===== src/rtl/usb_rx_burst_scheduler_pkg.sv =====
// -----------------------------------------------------------------------------
// usb_rx_burst_scheduler_pkg
//   Shared definitions for the FX2 host->FPGA read sequencer: default packet
//   geometry, the inter-burst gap length, the word index width and the
//   scheduler state codes.
// -----------------------------------------------------------------------------
package usb_rx_burst_scheduler_pkg;

  // 512-byte USB bulk packet carried as 16-bit words
  localparam int USB_PKT_WORDS  = 256;
  // downstream inband packet FIFO: 2**11 words deep
  localparam int USB_FIFO_AW    = 11;
  // idle cycles between bursts so the FX2 flags can settle
  localparam int USB_GAP_CYCLES = 2;
  // word index width; limits a burst to 256 words
  localparam int USB_IDX_W      = 8;
  // bursts-completed counter width
  localparam int USB_CNT_W      = 16;

  typedef enum logic [1:0] {
    ST_IDLE       = 2'd0,
    ST_WAIT_SPACE = 2'd1,
    ST_READ       = 2'd2,
    ST_GAP        = 2'd3
  } burst_state_e;

endpackage


===== src/rtl/usb_burst_counter.sv =====
// -----------------------------------------------------------------------------
// usb_burst_counter
//   Loadable up-counter with a terminal-count compare. Counting stops at the
//   terminal value so the count never wraps past it.
// Ports
//   clk, rst_n  clock / asynchronous active-low reset
//   load        load load_val on the next edge (has priority over en)
//   load_val    value loaded when load=1
//   en          advance by one per cycle while below term
//   term        terminal value
//   count       registered count
//   tc          1 while en=1 and count==term
// -----------------------------------------------------------------------------
module usb_burst_counter #(
  parameter int W = 8
) (
  input  logic         clk,
  input  logic         rst_n,
  input  logic         load,
  input  logic [W-1:0] load_val,
  input  logic         en,
  input  logic [W-1:0] term,
  output logic [W-1:0] count,
  output logic         tc
);

  logic [W-1:0] count_d;
  logic [W-1:0] count_q;
  logic         at_term;

  assign at_term = (count_q == term);

  always_comb begin
    count_d = count_q;
    if (load) begin
      count_d = load_val;
    end else if (en && !at_term) begin
      count_d = count_q + W'(1);
    end
  end

  always_ff @(posedge clk or negedge rst_n) begin
    if (!rst_n) begin
      count_q <= '0;
    end else begin
      count_q <= count_d;
    end
  end

  assign count = count_q;
  assign tc    = en && at_term;

endmodule


===== src/rtl/usb_rx_burst_scheduler.sv =====
// -----------------------------------------------------------------------------
// usb_rx_burst_scheduler
//   Sequences FX2 slave-FIFO reads on the host->FPGA path. Each burst reads
//   exactly one packet of PKT_WORDS 16-bit words, and a burst is only started
//   when the FX2 has a packet ready and the downstream FIFO can take all of
//   it. Once started a burst always runs to completion.
// Ports
//   usbclk        sole clock, posedge
//   bus_reset_n   asynchronous active-low reset
//   enable        1 = bursts allowed; 0 = finish the current burst, then idle
//   have_pkt_rdy  FX2 packet-available flag (already in usbclk domain)
//   fifo_used     downstream FIFO fill level in words
//   RD            read strobe to the FX2
//   rdreq         write strobe to the packet FIFO, identical to RD
//   pkt_start     pulse on the first word of a burst
//   pkt_done      pulse on the last word of a burst
//   word_idx      index of the current word, valid while RD=1
//   pkt_count     bursts completed since reset, wraps
//   busy          1 whenever the scheduler is not idle
//
// state      | meaning
// -----------+-----------------------------------------------------------
// IDLE       | waiting for enable & packet ready & room for a whole packet
// WAIT_SPACE | packet ready but FIFO too full; waiting for room
// READ       | RD high, one word per cycle, PKT_WORDS cycles
// GAP        | RD low after a burst so the FX2 flags settle
// -----------------------------------------------------------------------------
module usb_rx_burst_scheduler
  import usb_rx_burst_scheduler_pkg::*;
#(
  parameter int PKT_WORDS  = USB_PKT_WORDS,
  parameter int FIFO_AW    = USB_FIFO_AW,
  parameter int GAP_CYCLES = USB_GAP_CYCLES
) (
  input  logic                 usbclk,
  input  logic                 bus_reset_n,
  input  logic                 enable,
  input  logic                 have_pkt_rdy,
  input  logic [FIFO_AW-1:0]   fifo_used,
  output logic                 RD,
  output logic                 rdreq,
  output logic                 pkt_start,
  output logic                 pkt_done,
  output logic [USB_IDX_W-1:0] word_idx,
  output logic [USB_CNT_W-1:0] pkt_count,
  output logic                 busy
);

  localparam logic [USB_IDX_W-1:0] LAST_WORD  = USB_IDX_W'(PKT_WORDS - 1);
  // The IDLE cycle that follows the GAP state is itself one of the quiet
  // cycles, so the GAP state lasts GAP_CYCLES-1 cycles.
  localparam bit                   HAS_GAP    = (GAP_CYCLES > 1);
  localparam logic [USB_IDX_W-1:0] GAP_LAST   = USB_IDX_W'((GAP_CYCLES > 1) ? GAP_CYCLES - 2 : 0);
  localparam logic [FIFO_AW:0]     FIFO_DEPTH = {1'b1, {FIFO_AW{1'b0}}};
  localparam logic [FIFO_AW:0]     PKT_EXT    = (FIFO_AW + 1)'(PKT_WORDS);

  burst_state_e state_d, state_q;

  logic                 rd_d, rd_q;
  logic                 pkt_start_d, pkt_start_q;
  logic                 pkt_done_d, pkt_done_q;
  logic                 busy_d, busy_q;
  logic [USB_CNT_W-1:0] pkt_count_d, pkt_count_q;

  logic [FIFO_AW:0]     fifo_room;
  logic                 space_ok;
  logic                 start_burst;
  logic                 enter_gap;

  logic                 cnt_load;
  logic                 cnt_en;
  logic [USB_IDX_W-1:0] cnt_term;
  logic [USB_IDX_W-1:0] cnt;
  logic                 cnt_tc;

  // Free space in one extra bit so an empty FIFO (room = depth) cannot wrap.
  assign fifo_room = FIFO_DEPTH - {1'b0, fifo_used};
  assign space_ok  = (fifo_room >= PKT_EXT);

  // One counter serves both READ (word index) and GAP (settle timer); the two
  // states never overlap, so only the terminal value changes with state.
  assign cnt_load = start_burst || enter_gap;
  assign cnt_en   = (state_q == ST_READ) || (state_q == ST_GAP);
  assign cnt_term = (state_q == ST_GAP) ? GAP_LAST : LAST_WORD;

  usb_burst_counter #(
    .W (USB_IDX_W)
  ) u_burst_counter (
    .clk      (usbclk),
    .rst_n    (bus_reset_n),
    .load     (cnt_load),
    .load_val ('0),
    .en       (cnt_en),
    .term     (cnt_term),
    .count    (cnt),
    .tc       (cnt_tc)
  );

  always_comb begin
    state_d     = state_q;
    start_burst = 1'b0;
    enter_gap   = 1'b0;
    case (state_q)
      ST_IDLE: begin
        if (enable && have_pkt_rdy && space_ok) begin
          state_d     = ST_READ;
          start_burst = 1'b1;
        end else if (have_pkt_rdy && !space_ok) begin
          state_d = ST_WAIT_SPACE;
        end
      end
      ST_WAIT_SPACE: begin
        if (!enable || !have_pkt_rdy) begin
          state_d = ST_IDLE;
        end else if (space_ok) begin
          state_d     = ST_READ;
          start_burst = 1'b1;
        end
      end
      // enable / flag / fill level are deliberately ignored here: the FX2
      // flag lags, and a packet must never be split.
      ST_READ: begin
        if (cnt_tc) begin
          if (HAS_GAP) begin
            state_d   = ST_GAP;
            enter_gap = 1'b1;
          end else begin
            state_d = ST_IDLE;
          end
        end
      end
      ST_GAP: begin
        if (cnt_tc) begin
          state_d = ST_IDLE;
        end
      end
      default: state_d = ST_IDLE;
    endcase
  end

  // Outputs are registered from the next state so they line up with the
  // cycle the state register enters.
  always_comb begin
    rd_d        = (state_d == ST_READ);
    pkt_start_d = start_burst;
    if (start_burst) begin
      pkt_done_d = (LAST_WORD == '0);
    end else begin
      pkt_done_d = (state_q == ST_READ) && !cnt_tc &&
                   (USB_IDX_W'(cnt + USB_IDX_W'(1)) == LAST_WORD);
    end
    busy_d      = (state_d != ST_IDLE);
    pkt_count_d = pkt_count_q + USB_CNT_W'(pkt_done_d);
  end

  always_ff @(posedge usbclk or negedge bus_reset_n) begin
    if (!bus_reset_n) begin
      state_q     <= ST_IDLE;
      rd_q        <= 1'b0;
      pkt_start_q <= 1'b0;
      pkt_done_q  <= 1'b0;
      busy_q      <= 1'b0;
      pkt_count_q <= '0;
    end else begin
      state_q     <= state_d;
      rd_q        <= rd_d;
      pkt_start_q <= pkt_start_d;
      pkt_done_q  <= pkt_done_d;
      busy_q      <= busy_d;
      pkt_count_q <= pkt_count_d;
    end
  end

  assign RD        = rd_q;
  assign rdreq     = rd_q;
  assign pkt_start = pkt_start_q;
  assign pkt_done  = pkt_done_q;
  assign word_idx  = cnt;
  assign pkt_count = pkt_count_q;
  assign busy      = busy_q;

endmodule


===== config.mk =====
export PLATFORM = sky130hd
export DESIGN_NAME = usb_rx_burst_scheduler
export DESIGN_NICKNAME = d
export VERILOG_FILES = /design/src/rtl/usb_rx_burst_scheduler_pkg.sv /design/src/rtl/usb_burst_counter.sv /design/src/rtl/usb_rx_burst_scheduler.sv
export SDC_FILE = /design/constraint.sdc
export NUM_CORES = 1
export LEC_CHECK = 0
export CORE_ASPECT_RATIO = 0.6
export CORE_MARGIN = 4
export CORE_UTILIZATION = 50
export CTS_CLUSTER_DIAMETER = 120
export CTS_CLUSTER_SIZE = 40
export DETAILED_ROUTE_END_ITERATION = 10
export GPL_TIMING_DRIVEN = 0
export MAX_ROUTING_LAYER = met4
export PLACE_DENSITY = 0.83
export SETUP_SLACK_MARGIN = 0.5
export SLEW_MARGIN = 10
export SYNTH_ARGS = -nofsm -noshare
export SYNTH_HDL_FRONTEND = slang
export SYNTH_SLANG_ARGS = --single-unit

===== constraint.sdc =====
create_clock -name usbclk -period 4.2 [get_ports usbclk]
set_input_delay 0.84 -clock usbclk [delete_from_list [all_inputs] [get_ports usbclk]]
set_output_delay 0.84 -clock usbclk [all_outputs]
set_load 0.01 [all_outputs]

==> summary.txt <==
Yosys
  – Yosys warnings: 0
  – Synth async-reset ratio: 1.000
  – Ys flop type: dfrtp_1
  – #FFs+latches synth: 30
  – Sequential fraction of the synthesis area: 0.4862
  – Netlist cell types: 34
  – Synth cell count leaders: 30 x dfrtp_1, 14 x nand3_1, 10 x xnor2_1, 9 x nor2_1, 9 x xor2_1
  – Top-count cell post-synth: dfrtp_1
  – Synth Instances: 149
  – Dominant cell type by area after synthesis: dfrtp_1
  – Area share of the largest cell type after synthesis: 0.4862
  – Post-Syn Nets: 169
  – Cell Area, Synth: 1544 um^2
  – Avg Cell Area, Syn: 10.36 um^2
  – EDFF count, synth: 0
  – Synth top area cells: dfrtp_1 49%, xnor2_1 5.7%, xor2_1 5.1%, nand3_1 4.5%, ha_1 4.1%

STA
  – Rel. slew slack: 0.5139
  – Fin Setup TNS: 0 ns
  – Slew @ Worst Pin: 0.7107 ns
  – RSZ-0062 raised after global routing: false
  – Fin. Hold Viols: 0
  – Hold slack: 0.4745 ns
  – Period minus WS final: 3.140 ns
  – Slew Limit Fails: 0
  – Final Cycle Share: 0.7475
  – Final setup viols: 0
  – Clock Skew: 0.008627 ns
  – Peak Freq: 0.3185 GHz

Floorplanning
  – Die area: 4070 um^2
  – Die Height: approximately 50 um
  – Row cnt: 15
  – Core Area: between 2000 and 3000 um^2
  – Ports: 44
  – Die W: 79.74 um
  – Starting density of the core: 0.5308

Global route
  – Met3 global-route usage: 0.06338
  – Total Routing Usage GR: 0.2003
  – Vias in the first global route: around 1,400
  – Met1 Usage GRT: 0.2393
  – Largest net degree at the start of global routing: 31
  – Busiest grt layer: met2
  – Initial antenna violation count: 0
  – Global-route wire length before repair: 6168 um
  – GR Util met2: 0.3352
  – Total gr overflow: 0

Critical path
  – CP bufs+invs: 1
  – Crit end category: flop
  – Arrival time worst endpoint: 3.30 ns
  – Crit-path slowest cell: dfrtp_1
  – Critical path class: reg2reg
  – FF-to-FF Start: u_burst_counter.count[0]
  – CP Depth: 12
  – CP delay by family, top: simple AND/OR/NAND/NOR gates
  – Worst R2R End: pkt_count[12]
  – CP startpoint kind: flop
  – Crit path top cell by count: ha_1
  – CP cell instances: ha_1 -> buf_6 -> a21oi_1 -> o21ai_0 -> a31o_1 -> nor4_2 -> ha_1 -> ha_1 -> nand4_1 -> nor3_1 -> nand3_1 -> xnor2_1
  – Worst Path Required: 4.36 ns
  – R2r setup slk: 1.06 ns
  – Reg2Reg Depth: 12
  – Max stage delay on crit path: around 0.5 ns
  – Crit path max fanout: 10

Finish
  – Post-Layout Cell Count: between 200 and 250
  – Fillers: 215
  – Share of post-route cells with drive strength above 1: 0.08543
  – Number of diodes: 0
  – Final nets: 219
  – P&R area growth vs syn: 38.25%

Drt
  – Antenna viol nets, final: 0
  – First drt pass iteration count: 4
  – DRT iter0 DRCs: 46
  – # DRC: 0
  – Total Wirelength: 3629 um
  – WL/cell: 15.06 um
  – Vias: between 1,000 and 1,500
  – Via/cell ratio: 5.535

CTS
  – Worst-path clk slew: 0.07 ns
  – Clock sink total: 30
  – CTS tree: yes
  – Worst skew pair latency: 0.28 ns
  – Setup Buffers After CTS: 0
  – H-tree depth: 2
  – PostCTS Resize Cnt: 0
  – Max clock buf depth: 2
  – Number of CTS-inserted buffers: 5
  – CTS root buf: clkbuf_8
  – # hold bufs at CTS: 0

Power and ir drop
  – VDD IR max: ~0.37 mV
  – PwrDens: 482.8 nW/um^2
  – Leakage: between 0.9 and 1 nW
  – Final Total Pwr: 1.031 mW

Hold path
  – Worst hold start: pkt_count[15]
  – Worst Hold Path Cells: 1
  – Hold EP: pkt_count[15]
  – HP Class: reg2reg

Status
  – Outcome: finished, final reports clean

Placed design
  – # port buffers: 43
  – DP Wirelength: approximately 2600 um
  – Gpl congestion: 0.8379
  – Cells after DPL: 234

Job
  – Max_cap viols: 0
-- worst register-to-register path, delay by kind of cell (launching register included) --
| kind | cells | cell delay (ns) |
|---|---|---|
| XOR/XNOR | 1 | 0.14 |
| AO/OA/AOI/OAI | 3 | 0.47 |
| AND/OR/NAND/NOR | 4 | 1.07 |
| flip-flops | 1 | 0.50 |
| buffers and inverters | 1 | 0.14 |
| adder cells (fa/ha/maj) | 3 | 0.70 |
-- layer usage --
| metal | wire length, um | up-vias | part of all wire |
|---|---|---|---|
| met2 | 1785 | 52 | 0.49 |
| met1 | 1573 | 646 | 0.43 |
| met3 | 254 | 2 | 0.070 |
| met5 | 0 | - | 0 |
| met4 | 14 | 0 | 0.0039 |
| li1 | - | 634 | - |
-- stage by stage --
stage | instance area [um^2] | utilization | worst slack (ns)
floorplan | 1544 | - | 1.422
global placement | 2027 | 0.6968 | 1.210
detailed placement | 2022 | 0.6951 | 1.079
CTS | 2135 | 0.7338 | 1.043
global route | 2135 | 0.7338 | 0.7957
finish | 2135 | 0.7338 | 1.060
-- how the worst max path moves through the flow --
stage | end | from
floorplan | pkt_count[14] | u_burst_counter.count[0]
global placement | pkt_count[12] | u_burst_counter.count[0]
detailed placement | pkt_count[12] | u_burst_counter.count[0]
CTS | pkt_count[12] | u_burst_counter.count[0]
global route | pkt_count[13] | u_burst_counter.count[0]
finish | pkt_count[12] | u_burst_counter.count[0]
-- kinds of logic (layout without fill, tap and decap cells) --
| kind of cell | Yosys count | after routing | share of synthesized area |
|---|---|---|---|
| buffers and inverters | 12 | 62 | 0.04862 |
| flip-flops | 30 | 30 | 0.4862 |
| adder cells (fa/ha/maj) | 5 | 5 | 0.04052 |
| XOR/XNOR | 19 | 19 | 0.1078 |
| AO/OA/AOI/OAI | 22 | 22 | 0.09806 |
| AND/OR/NAND/NOR | 61 | 61 | 0.2188 |
-- layout by cell type, fill, tap and decap left out, drive strengths merged --
cell type	Yosys	routed
nor2b	3	3
xnor2	10	10
clkbuf	2	8
nand4	8	8
nand4b	1	1
nand3	14	14
nand3b	1	1
o31ai	1	1
a21oi	6	6
o21ai	5	5
xor2	9	9
a211o	1	1
nor2	9	9
a311oi	1	1
and4	1	1
bufinv	0	1
a31oi	4	4
nor4	6	6
nor3	5	5
a21o	1	1
nand2	7	7
ha	5	5
a2111oi	1	1
dfrtp	30	30
nand2b	1	1
o21a	1	1
clkdlybuf4s50	0	42
and2b	1	1
buf	5	6
inv	5	5
a31o	1	1
and3	4	4
-- flip-flops by register name, summed over array words and instances, names as in the netlist --
signal / count
RD: 1
busy: 1
pkt_count: 16
pkt_done: 1
pkt_start: 1
state_q: 2
u_burst_counter.count: 8
-- report_power, final --
part / leakage, nW / switching [mW] / internal [mW]
Sequential: 0.398 / 0.0617 / 0.332
Clock: 0.0573 / 0.103 / 0.190
Combinational: 0.474 / 0.167 / 0.178
Total: 0.929 / 0.331 / 0.700
-- cell type report --
class                           count  area [um^2]  share of cell area
Inverter                            5        18.77            0.008792
Timing Repair Buffer               43        425.4              0.1993
Buffer                              7        56.30             0.02638
Tap cell                           42        52.55             0.02462
Sequential cell                    30        750.7              0.3517
Multi-Input combinational cell    107        718.2              0.3365
Clock buffer                        6        82.58             0.03869
Clock inverter                      1        30.03             0.01407
Power figures use the tool's default switching activity.
